===== src/rtl/fsm_cmd_conditioner_pkg.sv =====
// ============================================================================
// Module      : fsm_cmd_pkg
// Description : Shared types and constants for the user-command conditioner.
//               Holds the debounce FSM state type, the command width and the
//               highest command code the downstream 4-state FSM accepts.
// Revision    : 1.0 - initial release
// ============================================================================
`default_nettype none

package fsm_cmd_pkg;

    // Two-bit encoding; 2'b11 is unused and recovers to IDLE.
    typedef enum logic [1:0] {
        IDLE   = 2'b00,
        SETTLE = 2'b01,
        COMMIT = 2'b10,
        SPARE  = 2'b11
    } cond_state_t;

    localparam int          CMD_W         = 3;
    localparam logic [2:0]  CMD_LEGAL_MAX = 3'd3;

endpackage : fsm_cmd_pkg

`default_nettype wire


===== src/rtl/fsm_cmd_conditioner_if.sv =====
// ============================================================================
// Module      : fsm_cmd_conditioner_if
// Description : Command bus between the raw user command source, the
//               conditioner and its consumer.
//   raw_in      - asynchronous 3-bit user command (may bounce)
//   cmd_out     - committed command
//   cmd_valid   - one-cycle strobe when cmd_out changes
//   busy        - conditioner is not idle
//   illegal_cmd - one-cycle strobe on a rejected code (CMD_LEGAL_FILTER_EN)
// Modports    : master = conditioner side, slave = source/consumer side.
// Macro       : CMD_LEGAL_FILTER_EN adds illegal_cmd.
// Revision    : 1.0 - initial release
// ============================================================================
`default_nettype none

interface fsm_cmd_conditioner_if;
    import fsm_cmd_pkg::*;

    logic [CMD_W-1:0] raw_in;
    logic [CMD_W-1:0] cmd_out;
    logic             cmd_valid;
    logic             busy;
`ifdef CMD_LEGAL_FILTER_EN
    logic             illegal_cmd;
`endif

`ifdef CMD_LEGAL_FILTER_EN
    modport master (input raw_in, output cmd_out, output cmd_valid, output busy, output illegal_cmd);
    modport slave  (output raw_in, input cmd_out, input cmd_valid, input busy, input illegal_cmd);
`else
    modport master (input raw_in, output cmd_out, output cmd_valid, output busy);
    modport slave  (output raw_in, input cmd_out, input cmd_valid, input busy);
`endif

endinterface : fsm_cmd_conditioner_if

`default_nettype wire


===== src/rtl/fsm_cmd_conditioner_sync.sv =====
// ============================================================================
// Module      : cmd_sync
// Description : STAGES-deep flop chain bringing an asynchronous bus into the
//               clk domain. All flops reset asynchronously to 0.
// Ports       : clk, rst_n (async active-low), d (async input),
//               q (last stage, synchronised output)
// Revision    : 1.0 - initial release
// ============================================================================
`default_nettype none

module cmd_sync #(
    parameter int STAGES = 2,
    parameter int WIDTH  = 3
) (
    input  wire logic             clk,
    input  wire logic             rst_n,
    input  wire logic [WIDTH-1:0] d,
    output logic      [WIDTH-1:0] q
);

    logic [WIDTH-1:0] r_chain [STAGES];

    always_ff @(posedge clk or negedge rst_n) begin
        if (!rst_n) begin
            r_chain[0] <= '0;
        end else begin
            r_chain[0] <= d;
        end
    end

    for (genvar g = 1; g < STAGES; g++) begin : g_stage
        always_ff @(posedge clk or negedge rst_n) begin
            if (!rst_n) begin
                r_chain[g] <= '0;
            end else begin
                r_chain[g] <= r_chain[g-1];
            end
        end
    end

    assign q = r_chain[STAGES-1];

endmodule : cmd_sync

`default_nettype wire


===== src/rtl/fsm_cmd_conditioner.sv =====
// ============================================================================
// Module      : fsm_cmd_conditioner
// Description : Synchronises and debounces the 3-bit user command and
//               presents a stable registered command plus a one-cycle update
//               strobe. A new code must be seen unchanged for
//               DEBOUNCE_CYCLES synchronised cycles before it commits.
// Ports       : clk, rst_n (async active-low),
//               bus (fsm_cmd_conditioner_if.master: raw_in, cmd_out,
//               cmd_valid, busy [, illegal_cmd])
// Parameters  : SYNC_STAGES (2..4), DEBOUNCE_CYCLES (>= 1)
// Macro       : CMD_LEGAL_FILTER_EN - codes 4..7 are rejected instead of
//               committed and flagged on illegal_cmd.
// Revision    : 1.0 - initial release
// ============================================================================
`default_nettype none

module fsm_cmd_conditioner
    import fsm_cmd_pkg::*;
#(
    parameter int SYNC_STAGES     = 2,
    parameter int DEBOUNCE_CYCLES = 4
) (
    input  wire logic            clk,
    input  wire logic            rst_n,
    fsm_cmd_conditioner_if.master bus
);

    localparam int                CNT_W      = $clog2(DEBOUNCE_CYCLES + 1);
    localparam logic [CNT_W-1:0]  c_cnt_last = CNT_W'(DEBOUNCE_CYCLES - 1);

    cond_state_t      r_state,     w_state_nxt;
    logic [CMD_W-1:0] r_cand,      w_cand_nxt;
    logic [CMD_W-1:0] r_cmd,       w_cmd_nxt;
    logic [CNT_W-1:0] r_cnt,       w_cnt_nxt;
    logic             r_valid,     w_valid_nxt;
`ifdef CMD_LEGAL_FILTER_EN
    logic             r_illegal,   w_illegal_nxt;
`endif
    logic [CMD_W-1:0] w_sync_in;

    cmd_sync #(
        .STAGES (SYNC_STAGES),
        .WIDTH  (CMD_W)
    ) u_sync (
        .clk   (clk),
        .rst_n (rst_n),
        .d     (bus.raw_in),
        .q     (w_sync_in)
    );

    always_ff @(posedge clk or negedge rst_n) begin
        if (!rst_n) begin
            r_state   <= IDLE;
            r_cand    <= '0;
            r_cmd     <= '0;
            r_cnt     <= '0;
            r_valid   <= 1'b0;
`ifdef CMD_LEGAL_FILTER_EN
            r_illegal <= 1'b0;
`endif
        end else begin
            r_state   <= w_state_nxt;
            r_cand    <= w_cand_nxt;
            r_cmd     <= w_cmd_nxt;
            r_cnt     <= w_cnt_nxt;
            r_valid   <= w_valid_nxt;
`ifdef CMD_LEGAL_FILTER_EN
            r_illegal <= w_illegal_nxt;
`endif
        end
    end

    always_comb begin
        w_state_nxt   = r_state;
        w_cand_nxt    = r_cand;
        w_cmd_nxt     = r_cmd;
        w_cnt_nxt     = r_cnt;
        w_valid_nxt   = 1'b0;
`ifdef CMD_LEGAL_FILTER_EN
        w_illegal_nxt = 1'b0;
`endif
        case (r_state)
            IDLE: begin
                if (w_sync_in != r_cmd) begin
                    w_cand_nxt  = w_sync_in;
                    w_cnt_nxt   = '0;
                    w_state_nxt = SETTLE;
                end
            end
            SETTLE: begin
                if (w_sync_in == r_cmd) begin
                    // Input bounced back to the committed code: abandon.
                    w_state_nxt = IDLE;
                    w_cnt_nxt   = '0;
                end else if (w_sync_in != r_cand) begin
                    // A different code appeared: restart the stability window.
                    w_cand_nxt  = w_sync_in;
                    w_cnt_nxt   = '0;
                end else if (r_cnt >= c_cnt_last) begin
                    // >= rather than == keeps the counter from ever wrapping.
`ifdef CMD_LEGAL_FILTER_EN
                    if (r_cand > CMD_LEGAL_MAX) begin
                        w_state_nxt   = IDLE;
                        w_cnt_nxt     = '0;
                        w_illegal_nxt = 1'b1;
                    end else begin
                        w_state_nxt   = COMMIT;
                    end
`else
                    w_state_nxt = COMMIT;
`endif
                end else begin
                    w_cnt_nxt = r_cnt + CNT_W'(1);
                end
            end
            COMMIT: begin
                w_cmd_nxt   = r_cand;
                w_valid_nxt = 1'b1;
                w_state_nxt = IDLE;
            end
            default: begin
                // Unused encoding: recover without touching the command.
                w_state_nxt = IDLE;
                w_cnt_nxt   = '0;
            end
        endcase
    end

    assign bus.cmd_out     = r_cmd;
    assign bus.cmd_valid   = r_valid;
    assign bus.busy        = (r_state != IDLE);
`ifdef CMD_LEGAL_FILTER_EN
    assign bus.illegal_cmd = r_illegal;
`endif

endmodule : fsm_cmd_conditioner

`default_nettype wire


===== src/flat_wrapper.sv =====
// flat-port wrapper written by rule: the top's interface ports become plain ports
module fsm_cmd_conditioner_flat import fsm_cmd_pkg::*;
#(
    parameter int SYNC_STAGES     = 2,
    parameter int DEBOUNCE_CYCLES = 4
)
  (clk, rst_n, bus_raw_in, bus_cmd_out, bus_cmd_valid, bus_busy);
  fsm_cmd_conditioner_if bus_i ();
  input  wire logic clk;
  input  wire logic rst_n;
  input wire logic [$bits(bus_i.raw_in)-1:0] bus_raw_in;
  output wire logic [$bits(bus_i.cmd_out)-1:0] bus_cmd_out;
  output wire logic [$bits(bus_i.cmd_valid)-1:0] bus_cmd_valid;
  output wire logic [$bits(bus_i.busy)-1:0] bus_busy;
  assign bus_i.raw_in = bus_raw_in;
  assign bus_cmd_out = bus_i.cmd_out;
  assign bus_cmd_valid = bus_i.cmd_valid;
  assign bus_busy = bus_i.busy;
  fsm_cmd_conditioner #(.SYNC_STAGES(SYNC_STAGES), .DEBOUNCE_CYCLES(DEBOUNCE_CYCLES)) u_core (.clk(clk), .rst_n(rst_n), .bus(bus_i));
endmodule

===== config.mk =====
export PLATFORM = sky130hd
export DESIGN_NAME = fsm_cmd_conditioner_flat
export DESIGN_NICKNAME = d
export VERILOG_FILES = /design/src/rtl/fsm_cmd_conditioner_pkg.sv /design/src/rtl/fsm_cmd_conditioner_if.sv /design/src/rtl/fsm_cmd_conditioner_sync.sv /design/src/rtl/fsm_cmd_conditioner.sv /design/src/flat_wrapper.sv
export SDC_FILE = /design/constraint.sdc
export NUM_CORES = 1
export LEC_CHECK = 0
export ABC_CLOCK_PERIOD_IN_PS = 3700
export CAP_MARGIN = 20
export CORE_MARGIN = 5
export CORE_UTILIZATION = 55
export DETAILED_ROUTE_END_ITERATION = 8
export PLACE_DENSITY = 0.9
export SYNTH_ARGS = -nofsm -noshare
export SYNTH_HDL_FRONTEND = slang
export SYNTH_SLANG_ARGS = --single-unit

===== constraint.sdc =====
create_clock -name clk -period 3.7 [get_ports clk]
set_clock_uncertainty 0.15 [all_clocks]
set_input_delay 0.37 -clock clk [delete_from_list [all_inputs] [get_ports clk]]
set_output_delay 0.37 -clock clk [all_outputs]
set_load 0.02 [all_outputs]

# Yosys cells after proc, flatten, opt, wreduce, memory -nomap -nowiden
# Cells that the tools add are included.
# word_totals
input_bits	5
ff_bits	18
output_inout_bits	5
# op_classes
bitwise_logic	1
magnitude_cmp	1
reduce_logical	6
n_mux	15
n_eq_ne	11
addsub	1
# ops
op	count
$mux W3	7
$pmux W3 S3	1
$mux W2	4
$ne A3 B3 Y1	2
$pmux W3 S2	1
$reduce_and A3 Y1	2
$ne A2 B1 Y1 const B	2
$ne A4 B2 Y1 const B	1
$pmux W2 S2	1
$reduce_and A4 Y1	1
$reduce_bool A2 Y1	2
$add A3 B1 Y3 const B	1
$eq A3 B3 Y1	1
$ge A3 B2 Y1 const B	1
$ne A3 B1 Y1 const B	1
$ne A3 B2 Y1 const B	1
$eq A2 B1 Y1 const B	1
$eq A2 B2 Y1 const B	1
$logic_not A2 Y1	1
$ne A2 B2 Y1 const B	1
$mux W1	1
$not A1 Y1	1

# Logic depth before layout (Yosys ltp)
# Gate-level depths: netlist of the first run.
# logic_depth
ltp_word	5
ltp_mapped	6
ltp_nobuf	6

# Hierarchy
# Synthesis of the first run repeated with hierarchy kept, for this count alone.
# hier_totals
hier_cells	56
area_unflattened_um2	789.5
# modules_own_cells
mod	cells_each	area_per_inst_um2	instances
fsm_cmd_conditioner	47	616.8	1
cmd_sync	9	172.7	1

# Worst setup path before layout of the first run
# Ideal clock, no wire load.
# synth_timing
path_type	reg-to-reg
from	register u_core.r_cnt[0]
to	register u_core.r_cnt[1]
path_buffers	0
period_less_slack_ps	1877
path_slack_ps	1823
path_stages_with_launch	6
t_arrival_ps	1603
t_required_ps	3426
cell_sequence	dfrtp_1 ha_1 ha_1 a211oi_1 nor3_2 a211o_1
# synth_via
elab_chain_len	5
word_cells_on_any_way	8
# synth_rtl
element	line_no	text
start, declared	fsm_cmd_conditioner.sv:34	logic [CNT_W-1:0] r_cnt, w_cnt_nxt;
start signal, assigned	fsm_cmd_conditioner.sv:65	r_cnt <= w_cnt_nxt;
$add A3 B1 Y3	fsm_cmd_conditioner.sv:113	w_cnt_nxt = r_cnt + CNT_W'(1);
$mux W3	fsm_cmd_conditioner.sv:99	end else if (r_cnt >= c_cnt_last) begin
$mux W3	fsm_cmd_conditioner.sv:95	end else if (w_sync_in != r_cand) begin
$mux W3	fsm_cmd_conditioner.sv:91	if (w_sync_in == r_cmd) begin
$pmux W3 S3	fsm_cmd_conditioner.sv:82	case (r_state)
# Parallel ways exist; a longest one is shown, timed or not. The select of a mux whose other input is x is not followed.
# A chain may end at the register's enable or synchronous reset.

# Worst setup path in the final report of the first run
# layout_timing
from	register u_core.r_state[0]
to	output port bus_busy
# layout_via
elab_chain_len	1
# layout_rtl
element	line_no	text
start, declared	fsm_cmd_conditioner.sv:31	cond_state_t r_state, w_state_nxt;
start signal, assigned	fsm_cmd_conditioner.sv:62	r_state <= w_state_nxt;
$reduce_bool A2 Y1	fsm_cmd_conditioner.sv:131	assign bus.busy = (r_state != IDLE);
end, declared	flat_wrapper.sv:14	output wire logic [$bits(bus_i.busy)-1:0] bus_busy;
# Every way passes these cells.

==> impl_metrics.ini, run 1 <==
[power_and_ir_drop]
ir_drop_mv = 0.277
p_per_area_nw_per_um2 = 390
leakage_nw = 0.436

[die]
die_h_um = 47.2
fp-row-count = 13
start_util_pct = 58.4
num_io_pins = 10
die_w_um = 47.2
die_area_um2 = 2220
core_um2 = 1300

[logic_synthesis]
ys_seq_area_share_pct = 59.3
synth_edf_count = 0
synth_top_area_cell = dfrtp_1
ys_seq_elements = 18
syn-cell-area_um2 = 759
synth_fp_nets = 76
synth_area_per_cell_um2 = 11.0
synthArstFlopShare_pct = 100
yosysWarnings = 0
netlist_instances = 69
yosysTopAreaCellShare_pct = 59.3
synth_commonest_cells = nand2_1 (19), dfrtp_1 (18), xnor2_1 (6)
synth_ff_type = dfrtp_1
netlist_top_cells_area = dfrtp_1 (59%), nand2_1 (9.4%), xnor2_1 (6.9%)
yosysMostFrequentCell = nand2_1
ys_types = 22

[critical_path]
slowest_stage = clkdlybuf4s50_1
crit_chain = or2_2 -> clkdlybuf4s50_1
max_stage_delay_ns = 0.53
crit_required_ns = 3.18
start_kind = register
worstSetupPathType = reg2out
end_kind = output port
crit_arrival_ns = 1.55
crit_fanout = 5

[global_routing]
grt_pass1_vias = 535
overflow = 0
antenna_found_initial = 0
grt_pass1_wl_mm = 2.22
gr-usage-all-layers_pct = 14.6
grt_max_degree = 19

[placed_design]
dpl.hpwl_um = 940
io_buffers = 9
routabilityCongestion = 0.751
dpl.cell_count = 92

[run]
cap_violations = 0

[timing]
hold_viol = 0
slew_viol_final = 0
period_share_pct = 56.1
setup_viol = 0
max_slew.worst_pin.slew_ns = 0.767
period_needed_ns = 2.07
tns_ns = 0
max_freq_ghz = 0.482
slew_headroom_pct = 48.7
rsz0062_at_grt = false

[clock_network]
cts_sinks = 18
cts_buffers = 3
clk_latency_ns = 0.28
cts_buffer_depth = 2
postCtsHoldBufs = 0
cts_resized = 0
htreeDepth = 1
postCtsSetupBuffers = 0
path_clk_slew_ns = 0.10
clock-root-buffer = clkbuf_4
tritoncts = done

[cells_and_area]
layoutNonFillerInstCount = 96
area_growth_pct = 17.6
drive_gt1_share_pct = 9.88
final_core_util_pct = 68.7
diodes = 0
fin_nets = 89

[routing]
drtIter0Drc = 21
drc_errors = 0
num_vias = 538
wl_mm = 1.25
drtPass1Iterations = 4
routedWlPerCell_um = 13.0
postRouteAntennaNets = 0
via_per_inst = 5.60

[outcome]
status = finished clean

[worst_hold_path]
hp-class = reg2reg
==> critical path, delay by kind of cell, from the launching register on <==
family        cells  cell delay, ns
buf+inv           1            0.53
simple gates      1            0.30
flops             1            0.44
==> path summary, 6_finish.rpt <==
| path | slack, ns | depth (start not counted) | to | start |
|---|---|---|---|---|
| min in group asynchronous | 0.38 | 1 | u_core.bus.cmd_out[0]$_DFFE_PN0P_ | rst_n |
| worst max-delay path | 1.63 | 2 | bus_busy | u_core.r_state[0]$_DFFE_PN0P_ |
| worst min-delay path | 0.21 | 0 | u_core.u_sync.q[1]$_DFF_PN0_ | u_core.u_sync.r_chain[4]$_DFF_PN0_ |
| worst max register to register | 1.66 | 6 | u_core.r_cnt[2]$_DFFE_PN0P_ | u_core.r_cnt[0]$_DFFE_PN0P_ |
| max in group asynchronous | 2.54 | 1 | u_core.u_sync.r_chain[3]$_DFF_PN0_ | rst_n |
| worst min register to register | 0.21 | 0 | u_core.u_sync.q[1]$_DFF_PN0_ | u_core.u_sync.r_chain[4]$_DFF_PN0_ |
==> layer usage <==
metal,GRT usage (%),vias up,wire length (um)
met5,0,-,0
met4,8.29,0,12
met3,2.30,2,77
met2,26.3,16,655
met1,16.1,265,503
li1,-,255,-
==> cell families (layout without fill, tap and decap cells) <==
family / after synthesis / after routing / share of synthesized area [%]
simple gates: 33 / 33 / 21.1
buf+inv: 4 / 16 / 2.97
fa+ha+maj: 2 / 2 / 3.29
compound gates: 6 / 6 / 6.43
xor+xnor: 6 / 6 / 6.92
flops: 18 / 18 / 59.3
==> cell usage in the layout, fill, tap and decap left out, drive strengths merged, types with 2 or more instances in the layout <==
master	synthesis	routed
clkbuf	0	4
clkdlybuf4s50	0	9
dfrtp	18	18
ha	2	2
inv	3	3
nand2	19	19
nor2	4	4
nor3	3	3
nor4	2	2
o22a	2	2
xnor2	6	6
==> metrics by stage <==
step | instance area (um2) | setup WS (ns) | power (mW) | hold slack, ns
4_1_cts | 893 | 1.61 | 0.353 | 0.215
5_1_grt | 893 | 1.51 | 0.368 | 0.229
3_3_place_gp | 857 | 1.75 | 0.236 | 0.183
3_5_place_dp | 857 | 1.69 | 0.237 | 0.193
2_1_floorplan | 759 | 1.82 | 0.226 | -0.0756
6_report | 893 | 1.63 | 0.349 | 0.214
==> layout make-up <==
cell class,count,area (um2)
clock buffers,4,36.3
fillers,105,408
inverters,3,11.3
multi-input cells,47,287
flip-flops and latches,18,450
well taps,15,18.8
repair buffers,9,90.1
==> report_power, final <==
part / switching (mW) / internal, mW / leakage [nW]
Clock: 0.0557 / 0.0598 / 0.0210
Combinational: 0.0130 / 0.0116 / 0.189
Sequential: 0.00563 / 0.203 / 0.227
Total: 0.0743 / 0.274 / 0.436
==> registers in the layout, summed over array words and instances, names as in the netlist <==
register / flops
u_core.bus.cmd_out: 3
u_core.r_cnt: 3
u_core.u_sync.q: 3
u_core.u_sync.r_chain: 3
u_core.r_state: 2
u_core.bus.cmd_valid: 1
u_core.r_cand: 3
(Power assumes the default switching activity.)
==> run 2: changes to the inputs <==
--- a/config.mk
+++ b/config.mk
@@ -5,12 +5,12 @@
 export SDC_FILE = /design/constraint.sdc
 export NUM_CORES = 1
 export LEC_CHECK = 0
-export ABC_CLOCK_PERIOD_IN_PS = 3700
+export ABC_CLOCK_PERIOD_IN_PS = 1800
 export CAP_MARGIN = 20
 export CORE_MARGIN = 5
-export CORE_UTILIZATION = 55
+export CORE_UTILIZATION = 46
 export DETAILED_ROUTE_END_ITERATION = 8
-export PLACE_DENSITY = 0.9
+export PLACE_DENSITY = 0.81
 export SYNTH_ARGS = -nofsm -noshare
 export SYNTH_HDL_FRONTEND = slang
 export SYNTH_SLANG_ARGS = --single-unit
==> constraint.sdc (replaced) <==
create_clock -name clk -period 1.8 [get_ports clk]
set_clock_uncertainty 0.15 [all_clocks]
set_input_delay 0.18 -clock clk [delete_from_list [all_inputs] [get_ports clk]]
set_output_delay 0.18 -clock clk [all_outputs]
set_load 0.02 [all_outputs]
==> impl_metrics.ini, run 2 (synthesis gave the netlist of run 1 again) <==
[clock_network]
postCtsHoldBufs = 0
tritoncts = done
cts_sinks = 18
htreeDepth = 1
cts_buffers = 3
clock-root-buffer = clkbuf_4
path_clk_slew_ns = 0.10
clk_latency_ns = 0.30
cts_buffer_depth = 2

[die]
die_w_um = 50.6
die_h_um = 50.6
fp-row-count = 14
start_util_pct = 49.3
core_um2 = 1540
num_io_pins = 10
die_area_um2 = 2560

[critical_path]
max_stage_delay_ns = 0.40
worstSetupPathType = reg2reg
slowest_stage = dfrtp_1
start_kind = register
end_kind = register
crit_required_ns = 1.84
startpoint = u_core.r_cnt[0]$_DFFE_PN0P_
crit_fanout = 4
worst_r2r_endpoint = u_core.r_cnt[1]$_DFFE_PN0P_
worstReg2RegStart = u_core.r_cnt[0]$_DFFE_PN0P_
crit_arrival_ns = 1.78
reg2reg_slack_ns = 0.07
crit_end = u_core.r_cnt[1]$_DFFE_PN0P_
crit_chain = ha_2 -> ha_4 -> a211oi_4 -> nor3_2 -> a211o_1
worstRegToRegCells = 5

[global_routing]
grt_max_degree = 19
overflow = 0
grt_pass1_wl_mm = 2.66
antenna_found_initial = 0
gr-usage-all-layers_pct = 14.1
grt_pass1_vias = 614

[placed_design]
io_buffers = 9
dpl.hpwl_mm = 1.06
dpl.cell_count = 97
place_area_um2 = 893
routabilityCongestion = 0.766

[timing]
hold_slack_ns = 0.0314
max_freq_ghz = 0.577
slew_headroom_pct = 74.0
period_share_pct = 96.3
hold_viol = 0
max_slew.worst_pin.slew_ns = 0.385
setup_viol = 0
period_needed_ns = 1.73
slew_viol_final = 0

[run]
cap_violations = 0

[routing]
via_per_inst = 5.71
drc_errors = 0
drtIter0Drc = 10
drtPass1Iterations = 4
num_vias = 588
routedWlPerCell_um = 15.1
wl_mm = 1.56
postRouteAntennaNets = 0

[power_and_ir_drop]
ir_drop_mv = 0.572
power.total_uw = 742
p_per_area_nw_per_um2 = 767
leakage_nw = 0.467

[outcome]
status = finished clean

[cells_and_area]
layoutNonFillerInstCount = 103
area_growth_pct = 27.3
final_cell_mix = nand2_1 (19), dfrtp_1 (17), clkdlybuf4s50_1 (8)
drive_gt1_share_pct = 21.8
final_common_cell = nand2_1
fin_nets = 95
final_core_util_pct = 62.7
fin_area_um2 = 967
diodes = 0

[worst_hold_path]
hp-class = in2async
==> run 2: changes by cell type in the layout (fill, tap and decap cells not counted), sizes merged <==
| cell | change |
|---|---|
| dlygate4sd2 | +1 |
| buf | +6 |
| clkdlybuf4s50 | -1 |
==> run 2: cell type report <==
type | count | area (um2)
multi-input combinational | 47 | 314
tap | 16 | 20.0
fill | 120 | 574
inverter | 3 | 11.3
timing repair buffer | 15 | 134
sequential | 18 | 452
clock buffer | 4 | 36.3
==> run 2: worst min-delay path by stage <==
stage,start,endpoint,slack [ns],depth (start not counted)
floorplan,rst_n,u_core.bus.cmd_out[0]$_DFFE_PN0P_,-0.27,0
global placement,u_core.u_sync.r_chain[3]$_DFF_PN0_,u_core.u_sync.q[0]$_DFF_PN0_,0.18,0
detailed placement,u_core.u_sync.r_chain[3]$_DFF_PN0_,u_core.u_sync.q[0]$_DFF_PN0_,0.19,0
CTS,rst_n,u_core.u_sync.r_chain[3]$_DFF_PN0_,0.03,2
global route,rst_n,u_core.u_sync.q[0]$_DFF_PN0_,0.05,2
finish,rst_n,u_core.u_sync.r_chain[3]$_DFF_PN0_,0.03,2
==> run 2: what timing repair did <==
| action | 4_1_cts | 5_1_grt |
|---|---|---|
| endpoints found under the setup margin | 3 | 3 |
| buffers inserted | 1 | 1 |
| pin swaps | 1 | 3 |
| gates resized for setup | 3 | 4 |
==> run 2: metrics by stage <==
stage          setup TNS (ns)  worst slack [ns]
2_1_floorplan               0            0.0499
3_3_place_gp         -0.00915          -0.00915
3_5_place_dp           -0.135           -0.0823
4_1_cts                     0            0.0385
5_1_grt              -0.00659          -0.00659
6_report                    0            0.0671
==> run 2: worst max-delay path: cells and delay by family, from the launching register on <==
kind	cells	cell delay (ns)
flops	1	0.40
simple gates	1	0.08
compound gates	2	0.61
fa+ha+maj	2	0.39
==> run 2: per-layer routing <==
| layer | part of all wire (%) | track usage [%] | vias up |
|---|---|---|---|
| met3 | 7.1 | 3.85 | 9 |
| met2 | 49 | 23.1 | 30 |
| met1 | 39 | 14.7 | 281 |
| met4 | 5.3 | 11.9 | 0 |
| li1 | - | - | 268 |
| met5 | 0 | 0 | - |
==> run 2: power by group <==
part	total (mW)	internal (mW)	switching [mW]	leakage (nW)
logic	0.0566	0.0270	0.0295	0.221
registers	0.430	0.417	0.0130	0.225
clock network	0.255	0.124	0.132	0.0210
==> run 3: changes to the inputs <==
--- a/config.mk
+++ b/config.mk
@@ -8,9 +8,11 @@
 export ABC_CLOCK_PERIOD_IN_PS = 1800
 export CAP_MARGIN = 20
 export CORE_MARGIN = 5
-export CORE_UTILIZATION = 46
+export CORE_UTILIZATION = 35
 export DETAILED_ROUTE_END_ITERATION = 8
-export PLACE_DENSITY = 0.81
+export GPL_ROUTABILITY_DRIVEN = 0
+export PLACE_DENSITY = 0.67
+export SETUP_SLACK_MARGIN = 0.15
 export SYNTH_ARGS = -nofsm -noshare
 export SYNTH_HDL_FRONTEND = slang
 export SYNTH_SLANG_ARGS = --single-unit
==> impl_metrics.ini, run 3 (synthesis gave the netlist of run 1 again) <==
[clock_network]
cts_buffers = 3
clock-root-buffer = clkbuf_4
htreeDepth = 1
clk_latency_ns = 0.30
tritoncts = done
cts_buffer_depth = 2
postCtsHoldBufs = 0
path_clk_slew_ns = 0.10
cts_sinks = 18

[cells_and_area]
final_common_cell = nand2_1
diodes = 0
fin_nets = 100
layoutNonFillerInstCount = 119
area_growth_pct = 35.3
final_cell_mix = nand2_1 (19), dfrtp_1 (16), buf_4 (11)
drive_gt1_share_pct = 27.2

[placed_design]
dpl.cell_count = 108
dpl.hpwl_um = 987
io_buffers = 9

[run]
cap_violations = 0

[die]
die_h_um = 56.6
fp-row-count = 16
core_um2 = 2020
start_util_pct = 37.6
die_area_um2 = 3200
die_w_um = 56.6
num_io_pins = 10

[critical_path]
max_stage_delay_ns = 0.42
critical_path.top_delay_family = flip-flops
end_kind = register
crit_chain = ha_4 -> ha_4 -> a211oi_4 -> nand2_1 -> nor3_1 -> a211o_1
start_kind = register
critPathMostFrequentCell = ha_4
worstRegToRegCells = 6
crit_arrival_ns = 1.71
slowest_stage = dfrtp_1
cp.depth = 6
worstSetupPathType = reg2reg
crit_required_ns = 1.88
path_buf_inv = 0
crit_fanout = 4

[routing]
num_vias = 572
via_per_inst = 4.81
routedWlPerCell_um = 11.8
drc_errors = 0
wl_mm = 1.41
postRouteAntennaNets = 0
drtPass1Iterations = 4
drtIter0Drc = 11

[global_routing]
grt_max_degree = 19
overflow = 0
gr-usage-all-layers_pct = 9.82
grt_pass1_wl_mm = 2.35
antenna_found_initial = 0
grt_pass1_vias = 557

[timing]
period_share_pct = 90.4
hold_viol = 0
rsz0062_at_grt = true
setup_viol = 0
slew_headroom_pct = 77.4
period_needed_ns = 1.63
tns_ns = 0
slew_viol_final = 0
max_slew.worst_pin.slew_ns = 0.337
max_freq_ghz = 0.615

[power_and_ir_drop]
ir_drop_mv = 0.589
p_per_area_nw_per_um2 = 715
leakage_nw = 0.504

[outcome]
status = finished clean

[worst_hold_path]
hp-class = in2async
==> run 3: timing repair <==
action | 4_1_cts | 5_1_grt
pin swaps | 4 | 2
setup endpoints to repair | 7 | 4
resized for setup | 7 | 3
setup buffers | 4 | 3
==> run 3: stage by stage <==
stage                     worst slack, ns  cell area, um2  util, %  power, mW  hold slack [ns]
final                               0.173            1030     50.8      0.734           0.0456
after global routing               0.0759            1030     50.8      0.771           0.0731
after CTS                           0.125            1000     49.6      0.740           0.0494
after detailed placement           0.0450             920     45.5      0.494            0.186
after global placement              0.106             920     45.5      0.492            0.182
after floorplan                     0.159             777        -      0.465           -0.266
==> run 3: final cells by class <==
type | count | area, um2
clock buffer | 4 | 36.3
sequential | 18 | 453
tap | 27 | 33.8
inverter | 3 | 11.3
timing repair buffer | 20 | 169
multi-input combinational | 47 | 324
fill | 178 | 995
==> run 3: power by group <==
part	switching, mW	total (mW)	internal, mW
Sequential	0.0108	0.428	0.417
Clock	0.121	0.245	0.123
Combinational	0.0303	0.0617	0.0314
Total	0.162	0.734	0.572
==> run 3: path summary, 6_finish.rpt <==
kind	startpoint	end	slack (ns)
setup reg to reg	u_core.r_cnt[0]$_DFFE_PN0P_	u_core.r_cnt[1]$_DFFE_PN0P_	0.17
setup / recovery	u_core.r_cnt[0]$_DFFE_PN0P_	u_core.r_cnt[1]$_DFFE_PN0P_	0.17
max in group asynchronous	rst_n	u_core.r_cnt[1]$_DFFE_PN0P_	1.24
min in group clk	bus_raw_in[2]	u_core.u_sync.r_chain[5]$_DFF_PN0_	0.17
hold / removal	rst_n	u_core.bus.cmd_out[0]$_DFFE_PN0P_	0.05
hold reg to reg	u_core.u_sync.r_chain[4]$_DFF_PN0_	u_core.u_sync.q[1]$_DFF_PN0_	0.21
==> run 3: worst register-to-register path, stage by stage, from the launching register on <==
cell	delay, ns
dfrtp_1	0.42
ha_4	0.18
ha_4	0.16
a211oi_4	0.24
nand2_1	0.11
nor3_1	0.17
a211o_1	0.13
==> run 3: metal layers <==
layer / global-route usage, % / vias to the layer above / wire, um
met5: 0 / - / 0
met4: 6.10 / 0 / 53
met3: 4.13 / 6 / 83
met2: 15.0 / 19 / 647
met1: 11.2 / 267 / 624
li1: - / 280 / -
==> patch 1: new RTL, config.mk and constraints of run 2 <==
`DEBOUNCE_CYCLES` is set to 4 in 2 places; all go to 2. Comments in the files are not updated.
--- a/src/rtl/fsm_cmd_conditioner.sv
+++ b/src/rtl/fsm_cmd_conditioner.sv
@@ -18,7 +18,7 @@
     import fsm_cmd_pkg::*;
 #(
     parameter int SYNC_STAGES     = 2,
-    parameter int DEBOUNCE_CYCLES = 4
+    parameter int DEBOUNCE_CYCLES = 2
 ) (
     input  wire logic            clk,
     input  wire logic            rst_n,
--- a/src/flat_wrapper.sv
+++ b/src/flat_wrapper.sv
@@ -2,7 +2,7 @@
 module fsm_cmd_conditioner_flat import fsm_cmd_pkg::*;
 #(
     parameter int SYNC_STAGES     = 2,
-    parameter int DEBOUNCE_CYCLES = 4
+    parameter int DEBOUNCE_CYCLES = 2
 )
   (clk, rst_n, bus_raw_in, bus_cmd_out, bus_cmd_valid, bus_busy);
   fsm_cmd_conditioner_if bus_i ();
Check against the original RTL: not equivalent (a bounded check fails within 10 cycles, from zero or initial values and one cycle with rst_n low).
==> patch 1 against run 2 <==
  * Die area fell by 9.0%
  * Synthesized area shrank 11%
  * Total power shrank 2.8%
  * Cell count is 20% lower
  * Setup slack better by 95 ps
  * Final area decreased by 16%
  * Combinational power is 87% higher
  * Via count fell by 30%
  * Sequential cell count shrank 1
  * Wire length shrank 36%
  * Worst hold slack better by 21 ps
  * Global-route usage fell by 2.9 points
  * Critical path depth fell by 3
==> patch 1: results (changes against run 2) <==
* Number of fillers in the final layout: 119 (-0.83%)
- Share of final-layout standard cells stronger than drive strength 1: 14.9% (-6.9 points)
- Post-placement setup slack: 249 ps (+331 ps)
* Leakage power figure: 0.363 nW (-22%)
* Portion of the post-synthesis area used by sequential elements: 63.1% (+3.8 points)
- The async set or reset register ratio after synthesis came to 100% (unchanged).
* Vias in the first global route: 433 (-29%)
- Synth Warn #: 0 (unchanged)
- The final wirelength is 1000 um (-36%).
* Number of unique standard cell types used by synthesis: 17 (-23%)
- The critical path arrival is 1310 ps (-470 ps).
* Wire length of the first global-routing pass: 1780 um (-33%)
- Placer Congestion: 0.783 (+2.1%)
* Number of buffers created by CTS: 3 (unchanged)
- The final-report setup violation count was 0 (unchanged).
- The total routing usage reported by global routing is 11.3% (-2.9 points).
- Sorting the synthesized cells by how often they occur yields 17 x sky130_fd_sc_hd__dfrtp_1, 9 x sky130_fd_sc_hd__nand2_1, 6 x sky130_fd_sc_hd__xnor2_1.
- The final net count came to 74 (-22%).
- The worst IR drop on VDD is 0.000481 V (-16%).
* Clock insertion delay at the later pin of the skew report: 280 ps (-20 ps)
- The number of antenna violations at the first check in global routing came to 0 (unchanged).
- Net Count, Synth: 59 (-22%)
* Port Buf Inserts: 9 (unchanged)
- Predominant post-synthesis flop cell: sky130_fd_sc_hd__dfrtp_1
* Worst Hold Class: input pin to async pin
- CP peak stage delay: 420 ps (+20 ps)
- The headroom to the max-slew limit was 77.9% (+4.0 points).
- Placed wire-length estimate: 747 um (-29%)
- Cell depth of the worst flop-to-flop path: 3 (-2)
- Run status: complete, no violations
* Largest net degree at the start of global routing: 18 (-1)
- Vias: 411 (-30%)
- The power spent charging and discharging nets was 178 uW (+1.9%).
* Synth top area cells: sky130_fd_sc_hd__dfrtp_1 63%, sky130_fd_sc_hd__xnor2_1 7.8%, sky130_fd_sc_hd__nand2_1 5.0%
- The number of optimization iterations in the first detailed-route pass is 2 (-2).
* Diode insertion count for antenna repair: 0 (unchanged)
- Launching element type of the critical path: flop
- The number of design-rule violations left by the first detailed-router iteration is 8 (-2).
- Crit Path Max Fanout: 5 (+1)
- Clock-pin slew was measured on the worst setup and hold paths at 90 ps.
## patch 1: changes by cell type in the layout (fill, tap and decap cells not counted), sizes merged, moves of 2 or more
cell   delta
nand2    -10
mux2      +3
buf       -5
o22a      -2
nor3      -3
nor2      -2
nor4      -2
## patch 1: stage by stage
stage	std cells	hold WS (ps)	instance area [um^2]
after floorplan	53	-266	674
after global placement	78	183	791
after detailed placement	78	187	791
after CTS	82	54.7	816
after global routing	82	61.5	816
final	82	52.4	816
## patch 1: what timing repair did
action / 4_1_cts / 5_1_grt
hold buffers: 0 / 0
resized for setup: 1 / 0
endpoints found under the setup margin: 1 / 0
buffers inserted: 0 / 0
## patch 1: logic make-up (layout without fill, tap and decap cells)
kind of cell / Yosys count / count (layout) / share of synthesized area, %
xor gates and xnor gates: 6 / 6 / 7.79
muxes: 3 / 3 / 5.01
adders and majority gates: 1 / 1 / 1.85
and+or+nand+nor: 17 / 17 / 12.2
buffers and inverters: 4 / 18 / 2.23
AOI/OAI and AO/OA: 5 / 5 / 7.79
DFF: 17 / 17 / 63.1
## patch 1: critical path: cells and delay by family, from the launching register on
kind	cells	cell delay, ps
buffers and inverters	1	320
DFF	1	420
and+or+nand+nor	1	300
## patch 1: path summary, 6_finish.rpt
kind | start | endpoint | slack [ps]
worst max-delay path | u_core.r_state[0]$_DFFE_PN0P_ | bus_busy | 160
max in group asynchronous | rst_n | u_core.r_cand[1]$_DFFE_PN0P_ | 1260
min in group clk | bus_raw_in[2] | u_core.u_sync.r_chain[5]$_DFF_PN0_ | 180
worst min register to register | u_core.u_sync.r_chain[4]$_DFF_PN0_ | u_core.u_sync.q[1]$_DFF_PN0_ | 200
worst min-delay path | rst_n | u_core.r_cand[2]$_DFFE_PN0P_ | 50
worst max register to register | u_core.u_sync.q[1]$_DFF_PN0_ | u_core.r_cand[1]$_DFFE_PN0P_ | 230
## patch 1: layout make-up
class	instances	area [um^2]	share of cell area, %
Timing Repair Buffer	10	96.3	11.8
Tap cell	15	18.8	2.30
Inverter	4	15.0	1.84
Multi-Input combinational cell	32	234	28.7
Sequential cell	17	425	52.1
Clock buffer	4	26.3	3.22
## patch 1: routing by layer
metal / routed length, um / part of all wire, % / global-route usage [%] / vias up
li1: - / - / - / 208
met1: 499 / 50 / 15.3 / 193
met2: 423 / 42 / 16.1 / 8
met3: 73 / 7.3 / 2.95 / 2
met4: 6 / 0.60 / 6.45 / 0
met5: 0 / 0 / 0 / -
## patch 1: power by group through the flow
| stage | Combinational, mW | Sequential, mW | Clock [mW] |
|---|---|---|---|
| after floorplan | 0.0615 | 0.433 | 0 |
| after global placement | 0.108 | 0.429 | 0 |
| after detailed placement | 0.109 | 0.431 | 0 |
| after CTS | 0.107 | 0.423 | 0.198 |
| after global routing | 0.118 | 0.426 | 0.217 |
| final | 0.106 | 0.423 | 0.193 |
==> patch 2: new RTL, settings of run 2 <==
Without the edit above. The 4 states of `cond_state_t` get a one-hot encoding in 4 bits.
--- a/src/rtl/fsm_cmd_conditioner_pkg.sv
+++ b/src/rtl/fsm_cmd_conditioner_pkg.sv
@@ -10,11 +10,11 @@
 package fsm_cmd_pkg;
 
     // Two-bit encoding; 2'b11 is unused and recovers to IDLE.
-    typedef enum logic [1:0] {
-        IDLE   = 2'b00,
-        SETTLE = 2'b01,
-        COMMIT = 2'b10,
-        SPARE  = 2'b11
+    typedef enum logic [3:0] {
+        IDLE   = 4'b0001,
+        SETTLE = 4'b0010,
+        COMMIT = 4'b0100,
+        SPARE  = 4'b1000
     } cond_state_t;
 
     localparam int          CMD_W         = 3;
Function: no difference found for any inputs over 10 cycles, from zero or initial values and one cycle with rst_n low; not proved beyond that.
==> patch 2 against run 2 <==
  * Synthesized area rose by 5.3%
  * Final area up 1.7%
  * Largest cell class unchanged
  * Sequential cell count rose by 1
  * Setup slack improved by 9.2 ps
  * Wire length decreased by 13%
Power is not compared: it rests on default switching activity, and its combinational part moved more than twofold at a synthesized area within 25%.
==> patch 2: results (changes against run 2) <==
- Placed wire-length estimate: 1070 um (+0.91%)
* Final std cell area, no fill: 983 um^2 (+1.7%)
- The worst slack at placement is 97.5 ps (+180 ps).
- CTS resizes: 2 (-1)
- Post-route worst hold slack: 30.8 ps (-0.578 ps)
- Clk cell area share: 2.67% (-1.1 points)
- The number of standard cells in the layout, taps in and fillers out was 94 (-8.7%).
- Portion of the post-synthesis area used by sequential elements: 59.6% (+0.32 points)
* Data arrival time of the worst path: 1390 ps (-390 ps)
- The headroom to the max-slew limit is 70.0% (-4.0 points).
- The achievable frequency was 580 MHz (+0.53%).
- Combinational cells consume a total of between 300 and 400 uW.
- Post-CTS setup buffer count: 0 (-1)
- The flow ran to the end, and the final reports show no timing, DRC or antenna violations.
- The number of inserted filler cells in the final layout was 136 (+13%).
* R2r setup slk: 90 ps (+20 ps)
- Count of routing violations after the opening detailed-route iteration: 8 (-2)
* Placer Congestion: 0.845 (+10%)
* Total placed instance area: 946 um^2 (+5.9%)
* M1 WL: 610 um (+0.83%)
- Synth top area cells: sky130_fd_sc_hd__dfrtp_1 56%, sky130_fd_sc_hd__mux2_2 8.5%, sky130_fd_sc_hd__xnor2_1 7.7%
* Detailed Routing Iterations Pass 1: 3 (-1)
* Net Count, Synth: 67 (-12%)
- The met1 global-route usage was 14.9% (+0.26 points).
* Gate count of the mapped netlist: 60 (-13%)
- The total met2 wirelength after detailed routing is 649 um (-14%).
- Multi-input combinational cell area: 322 um^2 (+2.4%)
- #FFs+latches synth: 19 (+1)
- The global-route met2 utilization came to 18.2% (-4.9 points).
- Total wire length after detailed routing: 1350 um (-13%)
- The fraction of layout cells with a size suffix above 1 is 26.0% (+4.1 points).
- The number of distinct library cells after synthesis came to 23 (+4.5%).
- Overall die area: 2670 um^2 (+4.2%)
- Wire length of the first global-routing pass: 2300 um (-13%)
- The via count normalized by instance count is 5.55 (-2.7%).
- Placed instance count: 90 (-7.2%)
* Number of ordinary and repair buffers in the finished layout: 13 (-2)
* Ranking of synthesized cells by instance count: 18 x sky130_fd_sc_hd__dfrtp_1, 7 x sky130_fd_sc_hd__xnor2_1, 6 x sky130_fd_sc_hd__mux2_2
* Number of nets in the finished design: 85 (-11%)
- The multi-input combinational cell count was 36 (-23%).
- GR Layer Usage met3: 3.72% (-0.12 points)
* Initial antenna violation count: 0 (unchanged)
- The fraction of cell area in non-clock buffers is 12.1% (-1.8 points).
- The detailed route wirelength on metal3 was 60 um (-45%).
patch 2: cell count changes after synthesis, moves of 2 or more:
cell,change
sky130_fd_sc_hd__nand2_1,-19
sky130_fd_sc_hd__mux2_2,+6
sky130_fd_sc_hd__inv_1,+3
sky130_fd_sc_hd__nor2_1,-3
sky130_fd_sc_hd__a21oi_1,+2
sky130_fd_sc_hd__o21bai_1,+2
sky130_fd_sc_hd__o22a_1,-2
sky130_fd_sc_hd__o22ai_1,+2
patch 2: kinds of logic after synthesis:
| family | count (synthesis) | share of synthesized area [%] |
|---|---|---|
| fa+ha+maj | 2 | 3.13 |
| mux | 6 | 8.45 |
| buf+inv | 5 | 2.35 |
| simple gates | 8 | 6.73 |
| xor+xnor | 7 | 7.67 |
| flops | 19 | 59.6 |
| compound gates | 13 | 12.1 |
patch 2: worst max-delay path, stage by stage (launching register included):
cell and delay, ps:
sky130_fd_sc_hd__dfstp_2 560, sky130_fd_sc_hd__nor3b_2 180, sky130_fd_sc_hd__inv_1 50, sky130_fd_sc_hd__dlygate4sd2_1 310
patch 2: final timing paths:
check | depth (start not counted) | startpoint | end
hold / removal | 1 | rst_n | u_core.r_cnt[0]$_DFFE_PN0P_
min in group clk | 1 | bus_raw_in[1] | u_core.u_sync.r_chain[4]$_DFF_PN0_
max in group asynchronous | 2 | rst_n | u_core.bus.cmd_out[0]$_DFFE_PN0P_
hold reg to reg | 0 | u_core.u_sync.r_chain[5]$_DFF_PN0_ | u_core.u_sync.q[2]$_DFF_PN0_
setup / recovery | 3 | u_core.r_state[0]$_DFFE_PN1P_ | bus_busy
setup reg to reg | 4 | u_core.u_sync.q[0]$_DFF_PN0_ | u_core.r_cand[0]$_DFFE_PN0P_
